[src/rtl/irq_gateway.sv]
// Interrupt gateway: turns raw level/edge interrupt lines into single outstanding
// PLIC requests with claim/complete flow control and saturating edge queues.
module irq_gateway #(
   parameter int NumSources = 30,
   parameter int MaxPending = 3,
   parameter int IdWidth    = $clog2(NumSources + 1)
) (
   input  logic                  clk_i,
   input  logic                  rst_i,
   input  logic [NumSources-1:0] irq_i,
   input  logic [NumSources-1:0] edge_i,
   input  logic                  claim_valid_i,
   input  logic [IdWidth-1:0]    claim_id_i,
   input  logic                  complete_valid_i,
   input  logic [IdWidth-1:0]    complete_id_i,
   input  logic                  clear_overflow_i,
   output logic [NumSources-1:0] irq_sources_o,
   output logic [NumSources-1:0] overflow_o
);

   localparam int CntWidth = $clog2(MaxPending + 1);
   localparam logic [CntWidth-1:0] CntMax = CntWidth'(MaxPending);
   localparam logic [CntWidth-1:0] CntOne = CntWidth'(1);

   typedef enum logic [1:0] {
      IDLE,
      PENDING,
      ACTIVE
   } state_e;

   logic [NumSources-1:0] prev_q;

   always_ff @(posedge clk_i) begin
      if (rst_i) begin
         prev_q <= '0;
      end else begin
         prev_q <= irq_i;
      end
   end

   for (genvar g = 0; g < NumSources; g++) begin : gen_src
      localparam logic [IdWidth-1:0] SrcId = IdWidth'(g + 1);

      state_e              state_q, state_d;
      logic [CntWidth-1:0] cnt_q, cnt_d;
      logic                ovf_q, ovf_d;
      logic                edgeSeen;
      logic                claimHit;
      logic                completeHit;
      logic                reqOut;

      assign edgeSeen    = irq_i[g] & ~prev_q[g];
      assign claimHit    = claim_valid_i && (claim_id_i == SrcId);
      assign completeHit = complete_valid_i && (complete_id_i == SrcId);

      always_ff @(posedge clk_i) begin
         if (rst_i) begin
            state_q <= IDLE;
            cnt_q   <= '0;
            ovf_q   <= 1'b0;
         end else begin
            state_q <= state_d;
            cnt_q   <= cnt_d;
            ovf_q   <= ovf_d;
         end
      end

      always_comb begin
         state_d = state_q;
         unique case (state_q)
            IDLE: begin
               if (edge_i[g] ? (edgeSeen || (cnt_q != '0)) : irq_i[g]) begin
                  state_d = PENDING;
               end
            end
            PENDING: begin
               if (claimHit) begin
                  state_d = ACTIVE;
               end
            end
            ACTIVE: begin
               if (completeHit) begin
                  state_d = IDLE;
               end
            end
            default: state_d = IDLE;
         endcase
      end

      // Leaving IDLE consumes one edge: a fresh edge in that cycle replaces the
      // queued one it would otherwise have taken, so the count only drops without one.
      always_comb begin
         cnt_d = cnt_q;
         ovf_d = ovf_q & ~clear_overflow_i;
         if (edge_i[g]) begin
            if (state_q == IDLE) begin
               if (!edgeSeen && (cnt_q != '0)) begin
                  cnt_d = cnt_q - CntOne;
               end
            end else if (edgeSeen) begin
               if (cnt_q == CntMax) begin
                  ovf_d = 1'b1;
               end else begin
                  cnt_d = cnt_q + CntOne;
               end
            end
         end
      end

      always_comb begin
         reqOut = (state_q == PENDING);
      end

      assign irq_sources_o[g] = reqOut;
      assign overflow_o[g]    = ovf_q;
   end

endmodule

[config.mk]
export PLATFORM = sky130hd
export DESIGN_NAME = irq_gateway
export DESIGN_NICKNAME = d
export VERILOG_FILES = /design/src/rtl/irq_gateway.sv
export SDC_FILE = /design/constraint.sdc
export NUM_CORES = 1
export LEC_CHECK = 0
export BUFFER_PORTS_ARGS = -buffer_cell sky130_fd_sc_hd__clkbuf_2
export CAP_MARGIN = 20
export CORE_MARGIN = 2
export CORE_UTILIZATION = 40
export CTS_BUF_LIST = sky130_fd_sc_hd__clkbuf_8
export DETAILED_ROUTE_END_ITERATION = 10
export GPL_ROUTABILITY_DRIVEN = 0
export GPL_TIMING_DRIVEN = 0
export PLACE_DENSITY = 0.67
export SYNTH_ARGS = -nofsm -noshare
export SYNTH_HDL_FRONTEND = slang
export SYNTH_SLANG_ARGS = --single-unit
export TNS_END_PERCENT = 30
[constraint.sdc]
create_clock -name clk_i -period 1.3 [get_ports clk_i]
set_input_delay 0.39 -clock clk_i [delete_from_list [all_inputs] [get_ports clk_i]]
set_output_delay 0.39 -clock clk_i [all_outputs]
set_load 0.01 [all_outputs]
==> impl_results.md <==
* Synth top area cells: dfxtp_1, nor2b_1, buf_4, nor4b_4, nor2_1
* Worst Path Buf+Inv at 3
* Fill cells at 2249
* Worst path max stage delay at 0.35 ns
* All-Layer GR Usage at 0.210
* CP cell instances: inv_2 -> nor2_1 -> buf_4 -> buf_6
* Switch Pwr at 3.47 mW
* Mapped cell area at 9930 um^2
* Setup Viol. Count Final at 90
* Failing checks: negative setup slack
* Max_cap viols at 0
* Synthesized instance count at 1161
* Io pins at 135
* Final instance area at 12700 um^2
* Die area at 26100 um^2
* Sw Share at 0.288
* Residual DRC at 0
* Initial antenna violation count at 3
* DP Worst Slack at -0.585 ns
* # port buffers at 132
* Kind of critical path: flop to output pin
* H-tree lvl count at 4
* Pwr Density at 951 nW/um^2
* Startpoint type of the worst setup path: flop
* Starting Density at 0.408
* CTS tree: yes
* Crit path time final at 1.54 ns
* Yosys warning total at 0
* Via count of the routed design at 9224
* CORE AREA at 24300 um^2
* Via/cell ratio at 5.46
* Die H at 162 um
* Detailed Place HPWL at 19600 um
* Pre-Repair DR Iteration Count at 5
* RSZ-0062 raised after global routing: true
* Total CTS buffers at 17
* Clock network power share at 0.323
* Routed Antenna Nets at 0
* Worst skew pair latency at 0.46 ns
* Clock-pin slew on the worst setup and hold paths at 0.09 ns
* Outcome: finished with violations
* Post-Syn Nets at 1236
* CTS Hold Buffers Added at 0
* Routed WL at 28500 um
* First-pass GRT wire length at 43400 um
* Rows at 57
* CP Capture Type: output pin
* Commonest non-fill, non-tap cells in the layout: clkbuf_2, dfxtp_1, buf_4
* Hold Startpoint: irq_i[26]
* Largest area contributor in the netlist: dfxtp_1
* Most used DFF post-synth: dfxtp_1
* Setup Skew at 0.0109 ns
* Overflow after GRT at 0
* Clk buf depth at 2
* Fin. Hold Viols at 0
* Iteration-0 DRC Markers at 634
* Pint at 8.57 mW
* Maximum vdd drop at 589 uV
* Comb power frac at 0.194
* Critical Path AT at 1.15 ns
* Fin worst setup slack at -0.235 ns
* Fraction of registers with async set/reset at 0
* Area Growth Syn to Fin at 27.5%
* Number of global-route vias before repair at 8425
* Final Util at 0.521
* Max-Slew Margin vs Limit at 0.418
* WL/cell at 16.9 um
* Dpl cell area at 11000 um^2
* Slew Viols, Final at 0
* Period Utilization, post-route at 1.18
* Leakage at 4.84 nW
* Clock root buffer: clkbuf_8
* Proportion of layout cells with a drive suffix above 1 at 0.355
* Slew at the pin closest to its max-slew limit at 0.873 ns
* Crit-path leading delay family: flip-flops
* Slowest cell on the critical path: dfxtp_2
* CP required at 0.91 ns
* Die X at 162 um
* Clk sink count at 180
* CP startpoint: gen_src[21].state_q[0]$_SDFFE_PP0P_
* Max frequency at 651 MHz
* Fin Setup TNS at -9.43 ns
* Avg Inst Size Synth at 8.56 um^2
* RR Startpoint: gen_src[22].state_q[1]$_SDFFE_PP0P_
* Worst min path class: input port to flop
* Synth cell types at 62
* Synth top area share at 0.363
* Seq pwr share at 0.483
* Pin count of the biggest net entering global routing at 17
* Synth Register Bits at 180
* Post-synthesis sequential area ratio at 0.363
* Critical Path Fanout Max at 3
* EDFF count, synth at 0
* Most common cell after layout, fill and taps aside: clkbuf_2
* Net count of the finished layout at 1424
* Pwr Total at 12.0 mW
[through the flow]
| stage | hold slack [ns] | cells |
|---|---|---|
| finish | 0.182 | 1688 |
| global route | 0.178 | 1687 |
| CTS | 0.158 | 1669 |
| detailed placement | 0.458 | 1617 |
| global placement | 0.458 | 1617 |
| floorplan | 0.441 | 1161 |
[cell usage after synthesis, types with 7 or more instances]
| cell type | number |
|---|---|
| nand2b_1 | 39 |
| nor2b_1 | 106 |
| buf_4 | 61 |
| nand2_1 | 57 |
| dfxtp_1 | 180 |
| mux2i_1 | 28 |
| nor3b_1 | 11 |
| and2_1 | 25 |
| a22oi_1 | 24 |
| nor4b_2 | 9 |
| a31oi_1 | 31 |
| a21oi_1 | 66 |
| inv_1 | 12 |
| nor2_1 | 91 |
| a2bb2oi_1 | 22 |
| and3_1 | 16 |
| buf_2 | 28 |
| clkbuf_1 | 14 |
| nor4b_1 | 9 |
| o31ai_1 | 10 |
| nor4_1 | 49 |
| nand3b_1 | 23 |
| o21ai_1 | 30 |
| nor4b_4 | 15 |
| nand4_1 | 7 |
| a211oi_1 | 22 |
| nand3_1 | 33 |
| o21ai_0 | 46 |
| or2_1 | 23 |
[routing by layer]
| metal | wire length (um) | GRT usage | vias up |
|---|---|---|---|
| met5 | 13 | 0 | - |
| met3 | 1640 | 0.0483 | 53 |
| met1 | 12900 | 0.276 | 4342 |
| met4 | 824 | 0.0852 | 2 |
| met2 | 13100 | 0.332 | 245 |
| li1 | - | - | 4582 |
[cells by family (layout without fill, tap and decap cells)]
family,after synthesis,after routing,synth area share
AND/OR/NAND/NOR,542,542,0.349
other,0,2,0
multiplexers,31,31,0.0316
buffers and inverters,124,325,0.0749
flip-flops,180,180,0.363
AO/OA/AOI/OAI,284,284,0.182
[state kept, by name (all words and copies together), names as in the netlist]
name	flops
gen_src.cnt_q	60
gen_src.state_q	60
gen_src.ovf_q	30
prev_q	30
[cell type report]
class | count | area [um^2] | area share
multi-input combinational | 857 | 6000 | 0.474
timing repair buffer | 206 | 1500 | 0.118
sequential | 180 | 3780 | 0.298
antenna | 2 | 5.00 | 0.000395
tap | 324 | 405 | 0.0320
buffer | 74 | 527 | 0.0416
clock buffer | 22 | 303 | 0.0239
inverter | 13 | 53.8 | 0.00425
clock inverter | 10 | 95.1 | 0.00751
[worst paths after layout]
path	slack, ns	depth (start not counted)	endpoint
max	-0.24	4	irq_sources_o[21]
min	0.18	2	prev_q[26]$_SDFF_PP0_
max reg2reg	-0.19	5	gen_src[22].cnt_q[0]$_SDFFE_PP0P_
min reg2reg	0.46	1	gen_src[21].state_q[0]$_SDFFE_PP0P_
[power groups by stage]
stage	clock network (mW)	logic (mW)	registers, mW
finish	3.90	2.33	5.82
detailed placement	0	1.84	6.00
global route	4.19	2.52	5.85
floorplan	0	1.23	5.95
CTS	3.96	2.09	5.82
global placement	0	1.81	5.99
[what timing repair did]
action	4_1_cts	5_1_grt
setup endpoints to repair	84	150
resized for setup	187	153
pin swaps	22	38
setup buffers	48	26
(Power assumes the default switching activity.)
